===== config.mk =====
export PLATFORM = sky130hd
export DESIGN_NAME = branch_resolve_queue
export DESIGN_NICKNAME = d
export VERILOG_FILES = /design/src/rtl/branch_resolve_queue.sv
export SDC_FILE = /design/constraint.sdc
export NUM_CORES = 1
export LEC_CHECK = 0
export ABC_CLOCK_PERIOD_IN_PS = 2700
export BUFFER_PORTS_ARGS = -buffer_cell sky130_fd_sc_hd__buf_4
export CAP_MARGIN = 20
export CORE_ASPECT_RATIO = 0.5
export CORE_MARGIN = 2
export CORE_UTILIZATION = 53
export DETAILED_ROUTE_END_ITERATION = 16
export PLACE_DENSITY = 0.71
export SLEW_MARGIN = 20
export SYNTH_ARGS = -nofsm -noshare
export SYNTH_HDL_FRONTEND = slang
export SYNTH_SLANG_ARGS = --single-unit

===== constraint.sdc =====
create_clock -name clk_i -period 2.7 [get_ports clk_i]
set_input_delay 0.54 -clock clk_i [delete_from_list [all_inputs] [get_ports clk_i]]
set_output_delay 0.54 -clock clk_i [all_outputs]
set_load 0.05 [all_outputs]

===== src/rtl/branch_resolve_queue.sv =====
// Branch resolve queue: FIFO of outstanding predictions, retired in order to train the predictor.
// Optional BR_RESOLVE_STATS_EN adds saturating resolved/mispredict counters.
module branch_resolve_queue #(
    parameter int unsigned DEPTH = 8,
    parameter int unsigned IDX_W = 6
) (
    input  logic                     clk_i,
    input  logic                     reset_n_i,
    input  logic                     alloc_v_i,
    input  logic                     alloc_pred_i,
    input  logic [IDX_W-1:0]         alloc_idx_i,
    output logic                     alloc_ready_o,
    input  logic                     res_v_i,
    input  logic                     res_taken_i,
    output logic                     update_o,
    output logic                     brTaken_o,
    output logic [IDX_W-1:0]         updIdx_o,
    output logic                     mispredict_o,
    output logic [$clog2(DEPTH):0]   count_o,
`ifdef BR_RESOLVE_STATS_EN
    output logic [15:0]              resolved_cnt_o,
    output logic [15:0]              mispred_cnt_o,
`endif
    output logic                     underflow_o
);

    localparam int unsigned PW = $clog2(DEPTH);
    localparam int unsigned CW = PW + 1;

    logic             pred_mem [DEPTH];
    logic [IDX_W-1:0] idx_mem  [DEPTH];

    logic [PW-1:0]    head_q, head_d;
    logic [PW-1:0]    tail_q, tail_d;
    logic [CW-1:0]    count_q, count_d;
    logic             update_q, update_d;
    logic             taken_q, taken_d;
    logic [IDX_W-1:0] upd_idx_q, upd_idx_d;
    logic             mispred_q, mispred_d;
    logic             underflow_q, underflow_d;

    logic             empty;
    logic             do_alloc;
    logic             do_pop;
    logic             mis;
    logic             wr_en;

    assign empty         = (count_q == '0);
    assign alloc_ready_o = (count_q < CW'(DEPTH));
    assign do_alloc      = alloc_v_i & alloc_ready_o;
    assign do_pop        = res_v_i & ~empty;
    assign mis           = do_pop & (pred_mem[head_q] != res_taken_i);
    // A mispredicting pop kills the same-cycle allocation along with the rest of the queue.
    assign wr_en         = do_alloc & ~mis;

    always_comb begin
        head_d      = head_q;
        tail_d      = tail_q;
        count_d     = count_q;
        update_d    = do_pop;
        mispred_d   = mis;
        taken_d     = taken_q;
        upd_idx_d   = upd_idx_q;
        underflow_d = underflow_q | (res_v_i & empty);

        if (do_pop) begin
            taken_d   = res_taken_i;
            upd_idx_d = idx_mem[head_q];
        end

        if (mis) begin
            head_d  = tail_q;
            count_d = '0;
        end else begin
            if (wr_en) begin
                tail_d = tail_q + PW'(1);
            end
            if (do_pop) begin
                head_d = head_q + PW'(1);
            end
            count_d = count_q + CW'(wr_en) - CW'(do_pop);
        end
    end

    always_ff @(posedge clk_i) begin
        if (!reset_n_i) begin
            head_q      <= '0;
            tail_q      <= '0;
            count_q     <= '0;
            update_q    <= 1'b0;
            taken_q     <= 1'b0;
            upd_idx_q   <= '0;
            mispred_q   <= 1'b0;
            underflow_q <= 1'b0;
        end else begin
            head_q      <= head_d;
            tail_q      <= tail_d;
            count_q     <= count_d;
            update_q    <= update_d;
            taken_q     <= taken_d;
            upd_idx_q   <= upd_idx_d;
            mispred_q   <= mispred_d;
            underflow_q <= underflow_d;
        end
    end

    // Storage is not reset; stale entries are never read because count gates every pop.
    always_ff @(posedge clk_i) begin
        if (reset_n_i && wr_en) begin
            pred_mem[tail_q] <= alloc_pred_i;
            idx_mem[tail_q]  <= alloc_idx_i;
        end
    end

    assign update_o     = update_q;
    assign brTaken_o    = taken_q;
    assign updIdx_o     = upd_idx_q;
    assign mispredict_o = mispred_q;
    assign count_o      = count_q;
    assign underflow_o  = underflow_q;

`ifdef BR_RESOLVE_STATS_EN
    logic [15:0] resolved_cnt_q;
    logic [15:0] mispred_cnt_q;

    always_ff @(posedge clk_i) begin
        if (!reset_n_i) begin
            resolved_cnt_q <= '0;
            mispred_cnt_q  <= '0;
        end else begin
            if (update_q && (resolved_cnt_q != 16'hFFFF)) begin
                resolved_cnt_q <= resolved_cnt_q + 16'd1;
            end
            if (mispred_q && (mispred_cnt_q != 16'hFFFF)) begin
                mispred_cnt_q <= mispred_cnt_q + 16'd1;
            end
        end
    end

    assign resolved_cnt_o = resolved_cnt_q;
    assign mispred_cnt_o  = mispred_cnt_q;
`endif

endmodule


==> results of run 1 <==
[layout make-up]
| cell class | count | area, um2 |
|---|---|---|
| clock inverters | 6 | 85.1 |
| repair buffers | 45 | 338 |
| flip-flops and latches | 79 | 2150 |
| multi-input cells | 97 | 1020 |
| clock buffers | 10 | 229 |
| inverters | 10 | 41.3 |
| well taps | 73 | 91.3 |
| fillers | 377 | 1640 |
[final timing paths]
path | startpoint | end | slack [ns] | cells past startpoint
worst max-delay path | pred_mem[6] | count_o[2] | -0.01 | 12
worst max register to register | pred_mem[6] | count_o[2] | -0.01 | 12
worst min register to register | brTaken_o | brTaken_o | 0.48 | 2
worst min-delay path | alloc_idx_i[3] | idx_mem[7][3] | 0.44 | 1
[kinds of logic (layout without fill, tap and decap cells)]
kind of cell | after synthesis | count (layout) | synth area share (%)
xor gates and xnor gates | 4 | 4 | 1.12
adders and majority gates | 8 | 8 | 3.44
DFF | 79 | 79 | 68.5
AOI/OAI and AO/OA | 18 | 18 | 3.84
muxes | 24 | 24 | 13.7
buffers and inverters | 17 | 71 | 2.08
and+or+nand+nor | 43 | 43 | 7.40
[cell usage in the layout (no fill, tap or decap), types with 3 or more instances in the layout]
| cell | instances |
|---|---|
| nor3_1 | 4 |
| clkinv_1 | 4 |
| edfxtp_1 | 56 |
| a31oi_1 | 3 |
| inv_2 | 4 |
| inv_1 | 3 |
| mux4_2 | 14 |
| ha_4 | 4 |
| mux2i_1 | 8 |
| a211oi_1 | 6 |
| nor2_1 | 9 |
| o21ai_0 | 3 |
| clkbuf_16 | 9 |
| buf_4 | 45 |
| nand2_1 | 9 |
| and3_1 | 7 |
| ha_1 | 3 |
| dfxtp_1 | 21 |
| nand3_1 | 3 |
[flip-flops by register name, summed over array words and instances, names as in the netlist, named ones only]
register / cells
brTaken_o: 1
count_o: 4
head_q: 3
idx_mem: 48
mispredict_o: 1
pred_mem: 8
tail_q: 3
underflow_o: 1
updIdx_o: 6
update_o: 1
[power breakdown]
part | internal [W] | switching [W]
sequential | 0.00144 | 0.000171
combinational | 0.000566 | 0.000654
clock | 0.000805 | 0.000443
[worst max-delay path: stages, from the launching register on]
cell      delay, ns
edfxtp_1       0.40
mux4_2         0.51
mux2i_4        0.21
mux2i_4        0.29
nor3b_4        0.07
inv_2          0.08
ha_4           0.20
inv_2          0.06
ha_4           0.12
inv_2          0.03
fa_2           0.32
xor2_1         0.16
nor3_1         0.16
[what timing repair did]
action / CTS / global route
gates resized for setup: 1 / 4
pin swaps: 0 / 3
setup endpoints to repair: 2 / 3
setup buffers: 0 / 3
[through the flow]
step	area [um2]	setup slack (ns)
floorplan	3210	-0.294
global placement	3590	0.0835
detailed placement	3590	-0.0498
CTS	3910	-0.0230
global route	3950	-0.114
finish	3950	-0.0127
[layer usage]
layer | share of wire [%] | vias up
li1 | - | 850
met1 | 43 | 912
met2 | 50 | 44
met3 | 4.8 | 12
met4 | 1.9 | 0
met5 | 0 | -
==> results.sh, run 1 <==
export IMPL_synth_top_area_share_pct=53.7
export IMPL_crit_path_start_kind="flip-flop"
export IMPL_met3_usage_pct=5.97
export IMPL_clkTransAtPathRegs_ns=0.06
export IMPL_cts_tree="built"
export IMPL_async_flop_share_pct=0
export IMPL_synth_largest_area_cell="edfxtp_1"
export IMPL_drive_gt1_share_pct=37.7
export IMPL_cellPowerDensity_mw_per_mm2=1030
export IMPL_initial_core_util_pct=56.0
export IMPL_outcome="finished, violations left"
export IMPL_crit_path_end_kind="flip-flop"
export IMPL_synthToLayoutAreaGrowth_pct=26.2
export IMPL_drv_slew=0
export IMPL_drt_iter0_drc=85
export IMPL_ir_drop_mv=0.731
export IMPL_grt_busiest_layer="met2"
export IMPL_antenna_found_initial=0
export IMPL_timing_hold_ws_ns=0.441
export IMPL_avgSynthCellArea_um2=16.2
export IMPL_cts_sinks=79
export IMPL_synth_edf_count=56
export IMPL_worstPathMaxFanout=2
export IMPL_setup_violations=2
export IMPL_drt_wl_total_mm=6.11
export IMPL_ios=27
export IMPL_worstPathArrival_ns=2.96
export IMPL_syn_num_nets=213
export IMPL_cts_root_buf="clkbuf_16"
export IMPL_clk_path_buf_depth=2
export IMPL_netlist_top_cells_count="56 x edfxtp_1, 23 x dfxtp_1, 14 x mux4_2"
export IMPL_cts_buffers=9
export IMPL_grt_pass1_wl_mm=9.59
export IMPL_route_vias_total=1818
export IMPL_fp_dieH_um=58.3
export IMPL_violations="negative setup slack"
export IMPL_min_path_type="input pin to flip-flop"
export IMPL_synth_most_common_cell="edfxtp_1"
export IMPL_hold_violations=0
export IMPL_leakagePower_nw=1.40
export IMPL_h_tree_depth=3
export IMPL_fin_skew_ns=0.00748
export IMPL_yosysUniqueCellTypes=35
export IMPL_fmax_mhz=369
export IMPL_grt_max_degree=18
export IMPL_dr_pass1_iters=4
export IMPL_utilization_pct=70.7
export IMPL_fin_crit_sh_pct=100
export IMPL_worstPathRequired_ns=2.95
export IMPL_via_per_inst=5.68
export IMPL_io_buffers=26
export IMPL_worst_pin_slew_ns=0.929
export IMPL_fin_tns_setup_ns=-0.0233
export IMPL_synthTopCellsByArea="edfxtp_1 54%, dfxtp_1 15%, mux4_2 10%"
export IMPL_dp_cells=301
export IMPL_ys_flop_type="edfxtp_1"
export IMPL_wire_per_inst_um=19.1
export IMPL_core_area_mm2=0.00559
export IMPL_slew_headroom_pct=38.0
export IMPL_gp_congestion=0.751
export IMPL_finalNetCount=262
export IMPL_layout_setup_ws_ns=-0.0127
export IMPL_ys_ff_latch=79
export IMPL_antenna_cells=0
export IMPL_synthCells=193
export IMPL_grtUsageTotal_pct=20.9
export IMPL_grt_remaining_overflow=0
export IMPL_die_area_mm2=0.00657
export IMPL_criticalPathCategory="flip-flop to flip-flop"
export IMPL_yosys_warnings=0
export IMPL_chipWidth_um=113
export IMPL_ant_nets=0
export IMPL_cts_hold_buf=0
export IMPL_finalPower_w=0.00408
export IMPL_dp_hpwl_mm=3.95
export IMPL_fin_cells=320
export IMPL_drv_cap=0
export IMPL_worstSkewPairLatency_ns=0.33
export IMPL_syn_area_mm2=0.00313
export IMPL_rsz0062_at_grt="true"
export IMPL_grtUsageMet1_pct=25.5
export IMPL_grt_util_met2_pct=36.2
export IMPL_grt_pass1_vias=1811
export IMPL_period_needed_ns=2.71
export IMPL_drc_errors=0
export IMPL_rows=19
export IMPL_ys_seq_area_share_pct=68.5
Power figures use the tool's default switching activity.
==> run 2, diff against run 1 <==
Settings changed: SKIP_CTS_REPAIR_TIMING set to 1.
==> results.sh, run 2 (same netlist as run 1, synthesis figures left out) <==
export IMPL_antenna_cells=0
export IMPL_dr_pass1_iters=4
export IMPL_drv_cap=0
export IMPL_fill_cells=377
export IMPL_largest_register_ffs=48
export IMPL_antenna_found_initial=0
export IMPL_grt_max_degree=18
export IMPL_fin_tns_setup_ns=-0.0233
export IMPL_pwr_share_seq_pct=39.4
export IMPL_crit_end="count_o[2]"
export IMPL_regToRegSetupSlack_ns=-0.01
export IMPL_route_vias_total=1818
export IMPL_h_tree_depth=3
export IMPL_cts_root_buf="clkbuf_16"
export IMPL_chipWidth_um=113
export IMPL_min_path_type="input pin to flip-flop"
export IMPL_rows=19
export IMPL_initial_core_util_pct=56.0
export IMPL_final_area_mm2=0.00395
export IMPL_crit_path_start_kind="flip-flop"
export IMPL_via_per_inst=5.68
export IMPL_crit_path_end_kind="flip-flop"
export IMPL_whs_path_depth=1
export IMPL_drt_iter0_drc=85
export IMPL_grt_pass1_vias=1813
export IMPL_ir_drop_mv=0.731
export IMPL_die_area_mm2=0.00657
export IMPL_worstPathArrival_ns=2.96
export IMPL_outcome="finished, violations left"
export IMPL_rsz0062_at_grt="true"
export IMPL_dp_hpwl_mm=3.95
export IMPL_worstSkewPairLatency_ns=0.33
export IMPL_ant_nets=0
export IMPL_finalNetCount=262
export IMPL_clk_path_buf_depth=2
export IMPL_rr_worst_depth=12
export IMPL_hold_violations=0
export IMPL_leakagePower_nw=1.40
export IMPL_cts_tree="built"
export IMPL_worstPathRequired_ns=2.95
export IMPL_pre_cts_ws_ns=-0.0498
export IMPL_ios=27
export IMPL_sw_frac_of_total_pct=31.1
export IMPL_grt_pass1_wl_mm=9.59
export IMPL_drc_errors=0
export IMPL_regMostFlops="idx_mem"
export IMPL_core_area_mm2=0.00559
export IMPL_layout_setup_ws_ns=-0.0127
export IMPL_fin_skew_ns=0.00748
export IMPL_layout_common_cells="56 x edfxtp_1, 45 x buf_4, 21 x dfxtp_1"
export IMPL_cp_startpoint="pred_mem[6]"
export IMPL_clkTransAtPathRegs_ns=0.06
export IMPL_slew_headroom_pct=38.0
export IMPL_cts_sinks=79
export IMPL_violations="negative setup slack"
export IMPL_r2r_end="count_o[2]"
export IMPL_synthToLayoutAreaGrowth_pct=26.2
export IMPL_cts_buffers=9
export IMPL_gp_congestion=0.751
export IMPL_drt_wl_total_mm=6.11
export IMPL_layout_commonest_cell="edfxtp_1"
export IMPL_cellPowerDensity_mw_per_mm2=1030
export IMPL_io_buffers=26
export IMPL_combPwrFrac_pct=29.9
export IMPL_grt_remaining_overflow=0
export IMPL_p_int_w=0.00281
export IMPL_drv_slew=0
export IMPL_wire_per_inst_um=19.1
export IMPL_period_needed_ns=2.71
export IMPL_power_share_clock_pct=30.6
export IMPL_worst_pin_slew_ns=0.929
export IMPL_switching_power_w=0.00127
export IMPL_fp_dieH_um=58.3
export IMPL_r2r_start="pred_mem[6]"
export IMPL_place_area_mm2=0.00359
export IMPL_worstPathMaxFanout=2
export IMPL_drive_gt1_share_pct=37.7
export IMPL_fmax_mhz=369
export IMPL_grtUsageTotal_pct=20.9
export IMPL_setup_violations=2
export IMPL_fin_crit_sh_pct=100
export IMPL_criticalPathCategory="flip-flop to flip-flop"
==> run 2: cell counts in the layout (fill, tap and decap cells not counted) <==
Identical to the previous run, type by type.
==> run 2: worst min-delay path by stage <==
| stage | to | startpoint | slack (ns) |
|---|---|---|---|
| finish | idx_mem[7][3] | alloc_idx_i[3] | 0.44 |
| detailed placement | brTaken_o | brTaken_o | 0.46 |
| global placement | brTaken_o | brTaken_o | 0.46 |
| global route | idx_mem[0][2] | alloc_idx_i[2] | 0.43 |
| floorplan | flip-flop | tail_q[1] | 0.51 |
| CTS | idx_mem[5][2] | alloc_idx_i[2] | 0.43 |
==> run 2: area by class of cell <==
class,count,area (um2),area share (%)
clock inverters,6,85.1,2.15
inverters,10,41.3,1.05
multi-input cells,97,1020,25.7
repair buffers,45,338,8.55
flip-flops and latches,79,2150,54.4
clock buffers,10,229,5.80
well taps,73,91.3,2.31
==> run 2: metal layers <==
layer | GRT usage (%) | wire [um] | part of all wire, % | up-vias
met5 | 0 | 0 | 0 | -
met4 | 8.54 | 115 | 1.9 | 0
met3 | 5.97 | 291 | 4.8 | 12
met2 | 36.2 | 3050 | 50 | 44
met1 | 25.5 | 2650 | 43 | 912
li1 | - | - | - | 850
==> run 2: power groups by stage <==
| stage | clock (W) | combinational, W | sequential [W] |
|---|---|---|---|
| finish | 0.00125 | 0.00122 | 0.00161 |
| global route | 0.00133 | 0.00132 | 0.00163 |
| CTS | 0.00127 | 0.00119 | 0.00161 |
| detailed placement | 0 | 0.00118 | 0.00163 |
| global placement | 0 | 0.00115 | 0.00162 |
| floorplan | 0 | 0.000703 | 0.00176 |
==> run 2: worst max-delay path, cell delays in order, from the launching register on <==
cell and delay (ns):
edfxtp_1 0.40, mux4_2 0.51, mux2i_4 0.21, mux2i_4 0.29
nor3b_4 0.07, inv_2 0.08, ha_4 0.20, inv_2 0.06
ha_4 0.12, inv_2 0.03, fa_2 0.32, xor2_1 0.16
nor3_1 0.16
==> run 2: stage by stage <==
step	std cells	hold slack (ns)	total power, W	util (%)
floorplan	193	0.513	0.00246	-
global placement	301	0.458	0.00278	64.3
detailed placement	301	0.460	0.00281	64.3
CTS	317	0.427	0.00407	69.9
global route	320	0.434	0.00428	70.7
finish	320	0.441	0.00408	70.7
==> run 3, diff against run 2 <==
--- a/config.mk
+++ b/config.mk
@@ -8,10 +8,9 @@
 export ABC_CLOCK_PERIOD_IN_PS = 2700
 export BUFFER_PORTS_ARGS = -buffer_cell sky130_fd_sc_hd__buf_4
-export CAP_MARGIN = 20
 export CORE_ASPECT_RATIO = 0.5
 export CORE_MARGIN = 2
-export CORE_UTILIZATION = 53
+export CORE_UTILIZATION = 49
 export DETAILED_ROUTE_END_ITERATION = 16
-export PLACE_DENSITY = 0.71
+export PLACE_DENSITY = 0.66
 export SKIP_CTS_REPAIR_TIMING = 1
 export SLEW_MARGIN = 20
==> constraint.sdc (replaced) <==
create_clock -name clk_i -period 2.7 [get_ports clk_i]
set_input_delay 0.27 -clock clk_i [delete_from_list [all_inputs] [get_ports clk_i]]
set_output_delay 0.27 -clock clk_i [all_outputs]
set_load 0.05 [all_outputs]
==> results.sh, run 3 (same netlist as run 1, synthesis figures left out) <==
export IMPL_wire_per_inst_um=19.0
export IMPL_drt_iter0_drc=98
export IMPL_worstPathArrival_ns=2.97
export IMPL_period_needed_ns=2.72
export IMPL_drv_slew=0
export IMPL_ios=27
export IMPL_fin_tns_setup_ns=-0.0155
export IMPL_place_area_mm2=0.00363
export IMPL_crit_top_cell="inv_2"
export IMPL_ant_nets=0
export IMPL_fp_dieH_um=60.5
export IMPL_layout_commonest_cell="edfxtp_1"
export IMPL_slew_headroom_pct=38.2
export IMPL_largest_register_ffs=48
export IMPL_layout_setup_ws_ns=-0.0155
export IMPL_dr_pass1_iters=4
export IMPL_criticalPathCategory="flip-flop to flip-flop"
export IMPL_regMostFlops="idx_mem"
export IMPL_fin_crit_sh_pct=101
export IMPL_worstSkewPairLatency_ns=0.34
export IMPL_cts_buffers=9
export IMPL_cts_tree="built"
export IMPL_worstPathMaxFanout=3
export IMPL_io_buffers=26
export IMPL_fin_cells=333
export IMPL_grt_pass1_vias=1799
export IMPL_drc_errors=0
export IMPL_layout_common_cells="56 x edfxtp_1, 41 x buf_4, 21 x dfxtp_1"
export IMPL_route_vias_total=1828
export IMPL_fill_cells=454
export IMPL_crit_path_start_kind="flip-flop"
export IMPL_outcome="finished, violations left"
export IMPL_initial_core_util_pct=51.0
export IMPL_cts_root_buf="clkbuf_16"
export IMPL_dp_hpwl_mm=4.17
export IMPL_ir_drop_mv=0.411
export IMPL_antenna_cells=0
export IMPL_violations="negative setup slack"
export IMPL_synthToLayoutAreaGrowth_pct=25.9
export IMPL_rsz0062_at_grt="true"
export IMPL_grt_max_degree=18
export IMPL_grtUsageTotal_pct=19.6
export IMPL_chipWidth_um=117
export IMPL_worstPathRequired_ns=2.96
export IMPL_final_area_mm2=0.00394
export IMPL_fin_skew_ns=0.00771
export IMPL_cellPowerDensity_mw_per_mm2=994
export IMPL_dp_cells=315
export IMPL_path_buf_inv=3
export IMPL_die_area_mm2=0.00708
export IMPL_fmax_mhz=368
export IMPL_clk_path_buf_depth=2
export IMPL_pre_cts_ws_ns=-0.0405
export IMPL_finalNetCount=260
export IMPL_cp_slowest_cell="mux4_2"
export IMPL_critical_path_top_delay_family="multiplexers"
export IMPL_hold_violations=0
export IMPL_gp_congestion=0.752
export IMPL_h_tree_depth=3
export IMPL_drive_gt1_share_pct=38.0
export IMPL_min_path_type="input pin to flip-flop"
export IMPL_rows=20
export IMPL_via_per_inst=5.49
export IMPL_leakagePower_nw=1.37
export IMPL_crit_path_end_kind="flip-flop"
export IMPL_antenna_found_initial=0
export IMPL_grt_pass1_wl_mm=9.43
export IMPL_drv_cap=0
export IMPL_clkTransAtPathRegs_ns=0.06
export IMPL_max_stage_delay_ns=0.53
export IMPL_core_area_mm2=0.00613
export IMPL_grt_remaining_overflow=0
export IMPL_worstPathCellList="mux4_2, mux2i_4, mux2i_4, nor3b_4, inv_2, ha_4, inv_2, ha_4, inv_2, fa_2, xor2_1, nor3_1"
export IMPL_worst_pin_slew_ns=0.926
export IMPL_drt_wl_total_mm=6.32
export IMPL_cts_sinks=79
export IMPL_setup_violations=1
[run 3: cell types whose count changed in the layout (fill, tap and decap cells not counted)]
| cell | delta |
|---|---|
| buf_12 | +2 |
| buf_4 | -4 |
| bufinv_16 | -2 |
| clkinv_1 | -2 |
| clkinvlp_4 | +4 |
[run 3: power breakdown]
part           switching (W)  internal [W]  leakage [nW]
clock               0.000477      0.000625         0.121
sequential          0.000176       0.00144         0.696
combinational       0.000649      0.000557         0.553
total                0.00130       0.00262          1.37
[run 3: area by class of cell]
cell class / instances / area [um2] / share of cell area [%]
multi-input combinational: 97 / 1020 / 25.8
sequential: 79 / 2150 / 54.5
tap: 88 / 110 / 2.79
timing repair buffer: 43 / 348 / 8.83
clock inverter: 6 / 47.5 / 1.21
inverter: 10 / 41.3 / 1.05
clock buffer: 10 / 229 / 5.81
[run 3: through the flow]
step | util (%) | hold slack, ns | total power, W
floorplan | - | 0.369 | 0.00246
global placement | 59.2 | 0.445 | 0.00277
detailed placement | 59.2 | 0.454 | 0.00280
CTS | 63.7 | 0.157 | 0.00390
global route | 64.3 | 0.167 | 0.00409
finish | 64.3 | 0.168 | 0.00392
[run 3: path summary, 6_finish.rpt]
| path | start | slack, ns | depth (start not counted) | endpoint |
|---|---|---|---|---|
| hold reg to reg | brTaken_o | 0.47 | 2 | brTaken_o |
| setup reg to reg | flip-flop | -0.02 | 12 | count_o[2] |
| hold / removal | alloc_idx_i[1] | 0.17 | 1 | idx_mem[4][1] |
| setup / recovery | flip-flop | -0.02 | 12 | count_o[2] |
[run 3: metal layers]
metal  up-vias  part of all wire (%)  global-route usage [%]
met4         0                   1.6                    10.8
met2        56                    50                    32.1
met5         -                     0                       0
met1       927                    43                    24.2
li1        836                     -                       -
met3         9                   5.7                    5.99
[run 3: worst reg2reg max path: stages (launching register included)]
cell     delay (ns)
dfxtp_4        0.36
mux4_2         0.53
mux2i_4        0.24
mux2i_4        0.32
nor3b_4        0.07
inv_2          0.08
ha_4           0.20
inv_2          0.06
ha_4           0.12
inv_2          0.03
fa_2           0.34
xor2_1         0.17
nor3_1         0.12
